==> src/rtl/msrv32_pkg.sv <==
// Shared types and constants for the data-memory arbiter.
package msrv32_pkg;

  localparam int unsigned REQ_ID_W = 1;
  typedef logic [REQ_ID_W-1:0] req_id_t;

  localparam logic [1:0] HTRANS_IDLE   = 2'b00;
  localparam logic [1:0] HTRANS_NONSEQ = 2'b10;

  typedef enum logic [1:0] {
    StIdle,
    StAddr,
    StData
  } dmem_state_e;

  // Transfer attributes captured at grant time.
  typedef struct packed {
    logic        wr;
    logic [31:0] addr;
    logic [31:0] wdata;
    logic [3:0]  mask;
  } xfer_t;

endpackage

==> src/rtl/msrv32_dmem_rr_picker.sv <==
// Two-way requester pick; round-robin pointer only when MSRV32_DMEM_RR_EN is defined,
// otherwise fixed priority to requester 0.
module msrv32_dmem_rr_picker
  import msrv32_pkg::*;
(
`ifdef MSRV32_DMEM_RR_EN
  input  logic       clk,
  input  logic       rst_n,
  input  logic       adv,
`endif
  input  logic [1:0] req,
  output logic       any,
  output req_id_t    win
);

  assign any = |req;

`ifdef MSRV32_DMEM_RR_EN
  // prio_q names the requester that wins a tie; it moves away from each winner.
  req_id_t prio_q;

  always_ff @(posedge clk or negedge rst_n) begin
    if (!rst_n) begin
      prio_q <= '0;
    end else if (adv && any) begin
      prio_q <= ~win;
    end
  end

  always_comb begin
    win = '0;
    if (req == 2'b11) begin
      win = prio_q;
    end else if (req[1]) begin
      win = 1'b1;
    end
  end
`else
  assign win = req_id_t'(req[1] && !req[0]);
`endif

endmodule

==> src/rtl/msrv32_dmem_arbiter.sv <==
// Two-requester data-memory arbiter driving a single AHB-style address/data bus.
// Build option: MSRV32_DMEM_RR_EN selects round-robin instead of fixed r0 priority.
module msrv32_dmem_arbiter #(
  parameter int unsigned WAIT_TIMEOUT = 16
) (
  input  logic        ms_riscv32_mp_clk_in,
  input  logic        ms_riscv32_mp_rst_n_in,
  input  logic        r0_req_in,
  input  logic        r0_wr_in,
  input  logic [31:0] r0_addr_in,
  input  logic [31:0] r0_wdata_in,
  input  logic [3:0]  r0_mask_in,
  output logic        r0_gnt_out,
  output logic        r0_done_out,
  output logic        r0_err_out,
  output logic [31:0] r0_rdata_out,
  input  logic        r1_req_in,
  input  logic        r1_wr_in,
  input  logic [31:0] r1_addr_in,
  input  logic [31:0] r1_wdata_in,
  input  logic [3:0]  r1_mask_in,
  output logic        r1_gnt_out,
  output logic        r1_done_out,
  output logic        r1_err_out,
  output logic [31:0] r1_rdata_out,
  output logic [31:0] ms_riscv32_mp_dmaddr_out,
  output logic [31:0] ms_riscv32_mp_dmdata_out,
  output logic [3:0]  ms_riscv32_mp_dmwr_mask_out,
  output logic        ms_riscv32_mp_dmwr_req_out,
  output logic [1:0]  ahb_htrans_out,
  input  logic        ahb_ready_in,
  input  logic [31:0] ms_riscv32_mp_dmdata_in
);
  import msrv32_pkg::*;

  localparam int unsigned CntW = $clog2(WAIT_TIMEOUT + 1);
  localparam logic [CntW-1:0] CntMax = CntW'(WAIT_TIMEOUT);

  dmem_state_e state_q, state_d;
  xfer_t       lat_q, lat_d;
  req_id_t     owner_q, owner_d;
  logic [CntW-1:0] cnt_q, cnt_d, cnt_inc;
  logic [1:0]  gnt, done_q, err_q;
  logic [1:0][31:0] rdata_q;
  logic        fin_ok, fin_err, any_req;
  req_id_t     win_id;

  msrv32_dmem_rr_picker u_picker (
`ifdef MSRV32_DMEM_RR_EN
    .clk   (ms_riscv32_mp_clk_in),
    .rst_n (ms_riscv32_mp_rst_n_in),
    .adv   (state_q == StIdle),
`endif
    .req   ({r1_req_in, r0_req_in}),
    .any   (any_req),
    .win   (win_id)
  );

  assign cnt_inc = cnt_q + CntW'(1);

  always_comb begin
    state_d  = state_q;
    lat_d    = lat_q;
    owner_d  = owner_q;
    cnt_d    = cnt_q;
    gnt      = '0;
    fin_ok   = 1'b0;
    fin_err  = 1'b0;
    ms_riscv32_mp_dmaddr_out    = '0;
    ms_riscv32_mp_dmdata_out    = '0;
    ms_riscv32_mp_dmwr_mask_out = '0;
    ms_riscv32_mp_dmwr_req_out  = 1'b0;
    ahb_htrans_out              = HTRANS_IDLE;
    unique case (state_q)
      StIdle: begin
        if (any_req) begin
          gnt[win_id] = 1'b1;
          owner_d     = win_id;
          cnt_d       = '0;
          state_d     = StAddr;
          lat_d = win_id ? '{wr: r1_wr_in, addr: r1_addr_in, wdata: r1_wdata_in, mask: r1_mask_in}
                         : '{wr: r0_wr_in, addr: r0_addr_in, wdata: r0_wdata_in, mask: r0_mask_in};
        end
      end
      StAddr: begin
        ahb_htrans_out           = HTRANS_NONSEQ;
        ms_riscv32_mp_dmaddr_out = lat_q.addr;
        if (ahb_ready_in) begin
          state_d = StData;
        end
      end
      StData: begin
        if (lat_q.wr) begin
          ms_riscv32_mp_dmdata_out    = lat_q.wdata;
          ms_riscv32_mp_dmwr_mask_out = lat_q.mask;
          ms_riscv32_mp_dmwr_req_out  = 1'b1;
        end
        if (ahb_ready_in) begin
          fin_ok  = 1'b1;
          state_d = StIdle;
        end
      end
      default: state_d = StIdle;
    endcase
    // Stall accounting shared by both bus phases; reaching the limit aborts the transfer.
    if (state_q != StIdle && !ahb_ready_in) begin
      if (cnt_q != CntMax) begin
        cnt_d = cnt_inc;
      end
      if (cnt_q == CntMax || cnt_inc == CntMax) begin
        fin_err = 1'b1;
        state_d = StIdle;
      end
    end
  end

  always_ff @(posedge ms_riscv32_mp_clk_in or negedge ms_riscv32_mp_rst_n_in) begin
    if (!ms_riscv32_mp_rst_n_in) begin
      state_q <= StIdle;
      lat_q   <= '0;
      owner_q <= '0;
      cnt_q   <= '0;
      done_q  <= '0;
      err_q   <= '0;
      rdata_q <= '0;
    end else begin
      state_q <= state_d;
      lat_q   <= lat_d;
      owner_q <= owner_d;
      cnt_q   <= cnt_d;
      done_q  <= '0;
      err_q   <= '0;
      if (fin_ok || fin_err) begin
        done_q[owner_q] <= 1'b1;
        err_q[owner_q]  <= fin_err;
      end
      if (fin_ok && !lat_q.wr) begin
        rdata_q[owner_q] <= ms_riscv32_mp_dmdata_in;
      end
    end
  end

  assign r0_gnt_out   = gnt[0];
  assign r1_gnt_out   = gnt[1];
  assign r0_done_out  = done_q[0];
  assign r1_done_out  = done_q[1];
  assign r0_err_out   = err_q[0];
  assign r1_err_out   = err_q[1];
  assign r0_rdata_out = rdata_q[0];
  assign r1_rdata_out = rdata_q[1];

endmodule

==> config.mk <==
export PLATFORM = sky130hd
export DESIGN_NAME = msrv32_dmem_arbiter
export DESIGN_NICKNAME = d
export VERILOG_FILES = /design/src/rtl/msrv32_pkg.sv /design/src/rtl/msrv32_dmem_rr_picker.sv /design/src/rtl/msrv32_dmem_arbiter.sv
export SDC_FILE = /design/constraint.sdc
export NUM_CORES = 1
export LEC_CHECK = 0
export ABC_CLOCK_PERIOD_IN_PS = 2100
export BUFFER_PORTS_ARGS = -buffer_cell sky130_fd_sc_hd__buf_4
export CAP_MARGIN = 20
export CORE_MARGIN = 2
export CORE_UTILIZATION = 38
export DETAILED_ROUTE_END_ITERATION = 8
export GPL_TIMING_DRIVEN = 1
export HOLD_SLACK_MARGIN = 0.06
export PLACE_DENSITY = 0.66
export SLEW_MARGIN = 10
export SYNTH_ARGS = -nofsm -noshare
export SYNTH_HDL_FRONTEND = slang
export SYNTH_SLANG_ARGS = --single-unit
export TNS_END_PERCENT = 5
==> constraint.sdc <==
create_clock -name ms_riscv32_mp_clk_in -period 2.1 [get_ports ms_riscv32_mp_clk_in]
set_input_delay 0.63 -clock ms_riscv32_mp_clk_in [delete_from_list [all_inputs] [get_ports ms_riscv32_mp_clk_in]]
set_output_delay 0.63 -clock ms_riscv32_mp_clk_in [all_outputs]
set_load 0.005 [all_outputs]
Word level (Yosys, flattened, before mapping):

Cells that the tools add are included.

* add/subtract/negate cells: 1
* order comparisons: 4
* equal/unequal tests: 5
* mux-type cells: 34
* bitwise gates (word level): 1
* reduce and logical (&&, ||, !) cells: 14

Operator list (number)
* $mux 32: 4
* $mux 69: 1
* $bwmux 64: 1
* $demux 32 s1: 1
* $mux 2: 10
* $mux 5: 4
* $eq 5x5->1 const B: 2
* $mux 1: 8
* $mux 4: 2
* $pmux 2 s3: 1
* $add 5x1->5 const B: 1
* $logic_and 1x1->1: 5
* $ne 5x5->1 const B: 1
* $lt 1x2->1 const B: 2
* $logic_not 1->1: 3
* $and 2x2->2: 1
* $demux 1 s1: 2
* $eq 2x1->1 const B: 1
* $eq 2x2->1 const B: 1
* $ge 1x1->1 const B: 2
* $logic_not 2->1: 1
* $logic_or 1x1->1: 2
* $reduce_and 2->1: 1
* $reduce_bool 2->1: 1
* $reduce_or 2->1: 1

* register bits after elaboration: 145
* bits of input ports: 175
* output and inout bits: 141
* word-level logic and storage cells: 70

Longest topological paths before layout:

* word-level depth: 8
* depth in mapped cells: 6
* mapped depth without buffers: 6

Modules after synthesis:

A second synthesis with hierarchy kept.

* cells, all modules: 575
* area, all modules: 6652.6 µm²

Modules (own cells, without submodules)
* msrv32_dmem_arbiter: times used 1, cells an instance 573, area each 6640.1 µm², sequential area each 3628.5 µm²
* msrv32_dmem_rr_picker: times used 1, cells an instance 2, area each 12.5 µm², sequential area each 0.0 µm²

Least setup slack after synthesis:

No wires, ideal clock.

* kind: input to register
* from: input ahb_ready_in
* to: register rdata_q, in the netlist r1_rdata_out[10]
* setup time: 0.125 ns
* arrival time: 1.891 ns
* data required time: 1.975 ns
* path slack: 0.084 ns
* stages on the path: 6
* path buffers: 3
* cell sequence: buf_4 -> inv_2 -> or4_4 -> buf_6 -> buf_6 -> mux2_4

* word-level cells in the longest chain between the ends: 3

Ends and longest elaborated chain
* start, declared: RTL line msrv32_dmem_arbiter.sv:31 `input logic ahb_ready_in,`
* $mux 1: RTL line msrv32_dmem_arbiter.sv:98 `if (ahb_ready_in) begin`
* $mux 1: RTL line msrv32_dmem_arbiter.sv:74 `unique case (state_q)`
* $logic_and 1x1->1: RTL line msrv32_dmem_arbiter.sv:137 `if (fin_ok && !lat_q.wr) begin`
* end signal, assigned by index: RTL line msrv32_dmem_arbiter.sv:138 `rdata_q[owner_q] <= ms_riscv32_mp_dmdata_in;`
* end, declared: RTL line msrv32_dmem_arbiter.sv:44 `logic [1:0][31:0] rdata_q;`

Every way passes these cells.
A chain may end at the register's enable or synchronous reset.

Final worst setup path:

* from: register state_q[0]
* to: output ms_riscv32_mp_dmwr_mask_out[2]

* word-level cells in the longest chain between the ends: 2

Ends and longest elaborated chain
* start, declared: RTL line msrv32_dmem_arbiter.sv:39 `dmem_state_e state_q, state_d;`
* start signal, assigned: RTL line msrv32_dmem_arbiter.sv:119 `state_q <= StIdle;`
* start signal, assigned: RTL line msrv32_dmem_arbiter.sv:127 `state_q <= state_d;`
* $eq 2x2->1: RTL line msrv32_dmem_arbiter.sv:74
* $mux 4: RTL line msrv32_dmem_arbiter.sv:74
* end, declared: RTL line msrv32_dmem_arbiter.sv:28 `output logic [3:0] ms_riscv32_mp_dmwr_mask_out,`

Every way passes these cells.

==> metrics.md <==
| Metric | Value |
|---|---|
| Slowest CP cell | `dfrtp_1` |
| Avg Inst Size Synth | `about 12 sq um` |
| Largest net degree at the start of global routing | `54` |
| Min Tclk post-route | `2.21 ns` |
| I/O Pins | `about 320` |
| Net Count, Synth | `roughly 750` |
| Drt initial violations | `126` |
| FF-to-FF setup slack | `between 0.2 and 0.3 ns` |
| First-pass GRT wire length | `27700 um` |
| Sw Pwr | `slightly below 4 mW` |
| PortBufs | `~310` |
| CTS tree | `done` |
| Gpl congestion | `around 0.74` |
| Clock power frac | `23.2%` |
| Synth Cell Area | `0.00673 sq mm` |
| Clk slew on worst S/H paths | `0.06 ns` |
| Buffers & Inverters on Critical Path | `3` |
| DR pass1 iterations | `4` |
| Final hold vios | `0` |
| Arr. time, crit path | `1.58 ns` |
| Total track usage | `between 10% and 20%` |
| Failing checks | `setup timing` |
| Largest family of logic cells by synthesized area | `multiplexers` |
| Post-synthesis register bit count | `~150` |
| Final ANT Viol Nets | `0` |
| RR Startpoint | `cnt_q[0]$_DFF_PN0_` |
| Setup crit start kind | `flip-flop` |
| P&R area growth vs syn | `51.7%` |
| Synth Area in Simple Gates | `12.6%` |
| Total core area | `0.0173 sq mm` |
| RSZ-0062 raised after global routing | `yes` |
| Die ar. | `roughly 0.019 sq mm` |
| Worst-path cell chain | `nand2b_4 > nor2_4 > buf_6 > buf_12 > and2_1 > buf_4` |
| H-tree levels | `4` |
| Worst-path fanout max | `18` |
| Skew-Pair Late Insertion Delay | `0.41 ns` |
| Share of cells above drive strength 1 | `49.7%` |
| Area of the multi-input gates | `~0.0029 sq mm` |
| Placed Instances | `1100` |
| Gr ovfl total | `0` |
| Final WL | `17800 um` |
| DR WL/cell | `15.7 um` |
| XOR/XNOR Fraction of Synth Area | `0.130%` |
| Final setup viols | `70` |
| Max Cap Viol | `0` |
| Ys Warns | `0` |
| WHS | `0.107 ns` |
| Worst path max stage delay | `0.37 ns` |
| Worst R2R End | `cnt_q[3]$_DFF_PN0_` |
| Most frequent cells in the layout | `buf_4, dfrtp_1, nand2_1, o21ai_0, mux2i_1` |
| Power Total | `12.6 mW` |
| Sequential element share of the synthesized area | `54.0%` |
| Clock sink total | `roughly 150` |
| Row cnt | `48` |
| Non-Filler Instances | `1137` |
| Vias in the first global route | `5289` |
| Synth Instances | `576` |
| CTS Buf Count | `17` |
| Register area | `0.00363 sq mm` |
| Yosys cell types | `35` |
| Final #Nets | `1076` |
| Min-Delay Path Class | `primary input to async pin` |
| Adder-Cell Fraction of Synth Area | `less than 1%` |
| Comb pwr share | `38.7%` |
| Initial antenna violation count | `0` |
| Via count | `5333` |
| Via/cell ratio | `4.69` |
| Reg2Reg Depth | `6` |
| Clock Skew | `0.00575 ns` |
| Clock root cell | `clkbuf_16` |
| Post-CTS Hold Fix Bufs | `0` |
| Most common cell after layout, fill and taps aside | `buf_4` |
| DRC | `0` |
| Setup ws final | `-0.112 ns` |
| Post-synthesis mux area share | `23.0%` |
| Fin crit share | `105%` |
| ANT cells | `0` |
| CP endpoint kind | `primary output` |
| Peak VDD IR | `629 uV` |
| Synth Area in Compound Gates | `6.60%` |
| Die Span X | `137 um` |
| Final HPWL DP | `between 10000 and 15000 um` |
| Die height | `137 um` |
| Outcome | `complete, but fails checks` |
| Internal | `8.72 mW` |
| Initial Util | `38.9%` |
| Sequential share of power | `38.2%` |
| Max Clock Freq | `about 450 MHz` |
| Worst-case clock buffer depth | `2` |
| Sw Share | `roughly 31%` |
| Worst path top cell family by delay | `simple AND/OR/NAND/NOR gates` |
| Power Dens Cells | `1240 mW/mm^2` |
| Max-slew violations | `0` |
| Fillcell total | `1572` |
| Critical path class | `flip-flop to primary output` |
| Pre-CTS WS | `just over 0.09 ns` |
| Worst EP required | `1.47 ns` |
| Leak | `5.14 nW` |
-- state kept, by name, indices dropped and copies added, names as in the netlist --
| register | count |
|---|---|
| r0_rdata_out | 32 |
| done_q | 2 |
| cnt_q | 5 |
| err_q | 2 |
| r1_rdata_out | 32 |
| lat_q | 69 |
| owner_q | 1 |
| state_q | 2 |
-- what timing repair did --
action | in CTS | in global routing
gates resized for setup | 7 | 5
buffers inserted | 4 | 0
endpoints found under the setup margin | 69 | 72
gates cloned | 1 | 0
pin swaps | 1 | 1
-- cells by family (layout without fill, tap and decap cells) --
kind of cell / Yosys count / after routing
XOR/XNOR: 1 / 1
AO/OA/AOI/OAI: 83 / 83
multiplexers: 135 / 135
flip-flops: 145 / 145
buffers and inverters: 44 / 380
AND/OR/NAND/NOR: 165 / 165
adder cells (fa/ha/maj): 2 / 2
other: 1 / 1
-- how the worst max path moves through the flow --
stage                          from                        endpoint  slack [ns]  cells past startpoint
2_1_floorplan          ahb_ready_in    r1_rdata_out[10]$_DFFE_PN0P_        0.08                      6
3_3_place_gp           ahb_ready_in    r1_rdata_out[10]$_DFFE_PN0P_        0.11                      5
3_5_place_dp           ahb_ready_in     r1_rdata_out[1]$_DFFE_PN0P_        0.09                      5
4_1_cts        state_q[0]$_DFF_PN0_     ms_riscv32_mp_dmdata_out[2]       -0.15                      6
5_1_grt        state_q[0]$_DFF_PN0_    ms_riscv32_mp_dmdata_out[22]       -0.20                      6
6_report       state_q[0]$_DFF_PN0_  ms_riscv32_mp_dmwr_mask_out[2]       -0.11                      6
-- synthesized netlist by cell type --
cell	n	area share, %
clkbuf_1	15	0.84
nand2b_1	1	0.093
and3_1	2	0.19
nor2b_1	3	0.28
conb_1	1	0.056
dfrtp_1	145	54
o21ai_0	73	5.4
mux2_2	34	5.7
a21o_1	1	0.11
ha_1	2	0.37
nand3_1	2	0.15
inv_1	4	0.22
a21oi_1	2	0.15
and2_1	70	6.5
o211a_1	2	0.30
inv_2	2	0.11
a22o_1	1	0.13
or4_4	1	0.17
mux2_4	30	6.7
nand4b_1	1	0.13
o21ai_1	1	0.074
nor3_2	1	0.15
o32ai_1	1	0.13
mux2_1	1	0.17
mux2i_1	70	10
buf_6	4	0.67
nor2_1	5	0.28
buf_4	2	0.22
nor4bb_1	1	0.15
a31o_2	1	0.13
nor4_2	1	0.19
nand2_1	77	4.3
xnor2_1	1	0.13
a32o_1	1	0.15
buf_2	17	1.3
-- metrics by stage --
stage               instance area [sq um]  TNS (ns)  util (%)
floorplan                            6730         0         -
global placement                     9520         0      55.0
detailed placement                   9520         0      55.0
CTS                                 10200     -8.43      58.9
global route                        10200    -10.01      59.0
finish                              10200     -5.18      59.0
-- cell type report --
type / count / share of cell area, %
multi-input combinational: 387 / 28.7
tap: 225 / 2.76
inverter: 6 / 0.221
sequential: 145 / 35.6
clock inverter: 10 / 0.969
timing repair buffer: 342 / 27.1
clock buffer: 22 / 4.65
-- metal layers --
metal,vias up,wire length [um],global-route usage [%]
met2,218,8610,32.0
met5,-,0,0
met1,2494,7300,23.1
met3,20,1630,6.52
met4,0,282,6.19
li1,2601,-,-
-- power by group through the flow --
| stage | clock network (mW) | logic (mW) | registers, mW |
|---|---|---|---|
| after floorplan | 0 | 2.30 | 4.74 |
| after global routing | 3.12 | 5.43 | 5.01 |
| after CTS | 3.00 | 4.94 | 4.83 |
| after detailed placement | 0 | 4.83 | 4.87 |
| after global placement | 0 | 4.73 | 4.83 |
| final | 2.93 | 4.88 | 4.82 |
-- worst reg2reg max path: cells and delay by family (launching register included) --
| kind | cells | cell delay [ns] |
|---|---|---|
| buffers and inverters | 1 | 0.10 |
| multiplexers | 1 | 0.29 |
| AO/OA/AOI/OAI | 1 | 0.17 |
| adder cells (fa/ha/maj) | 1 | 0.14 |
| AND/OR/NAND/NOR | 2 | 0.56 |
| flip-flops | 1 | 0.44 |
Power figures use the tool's default switching activity.
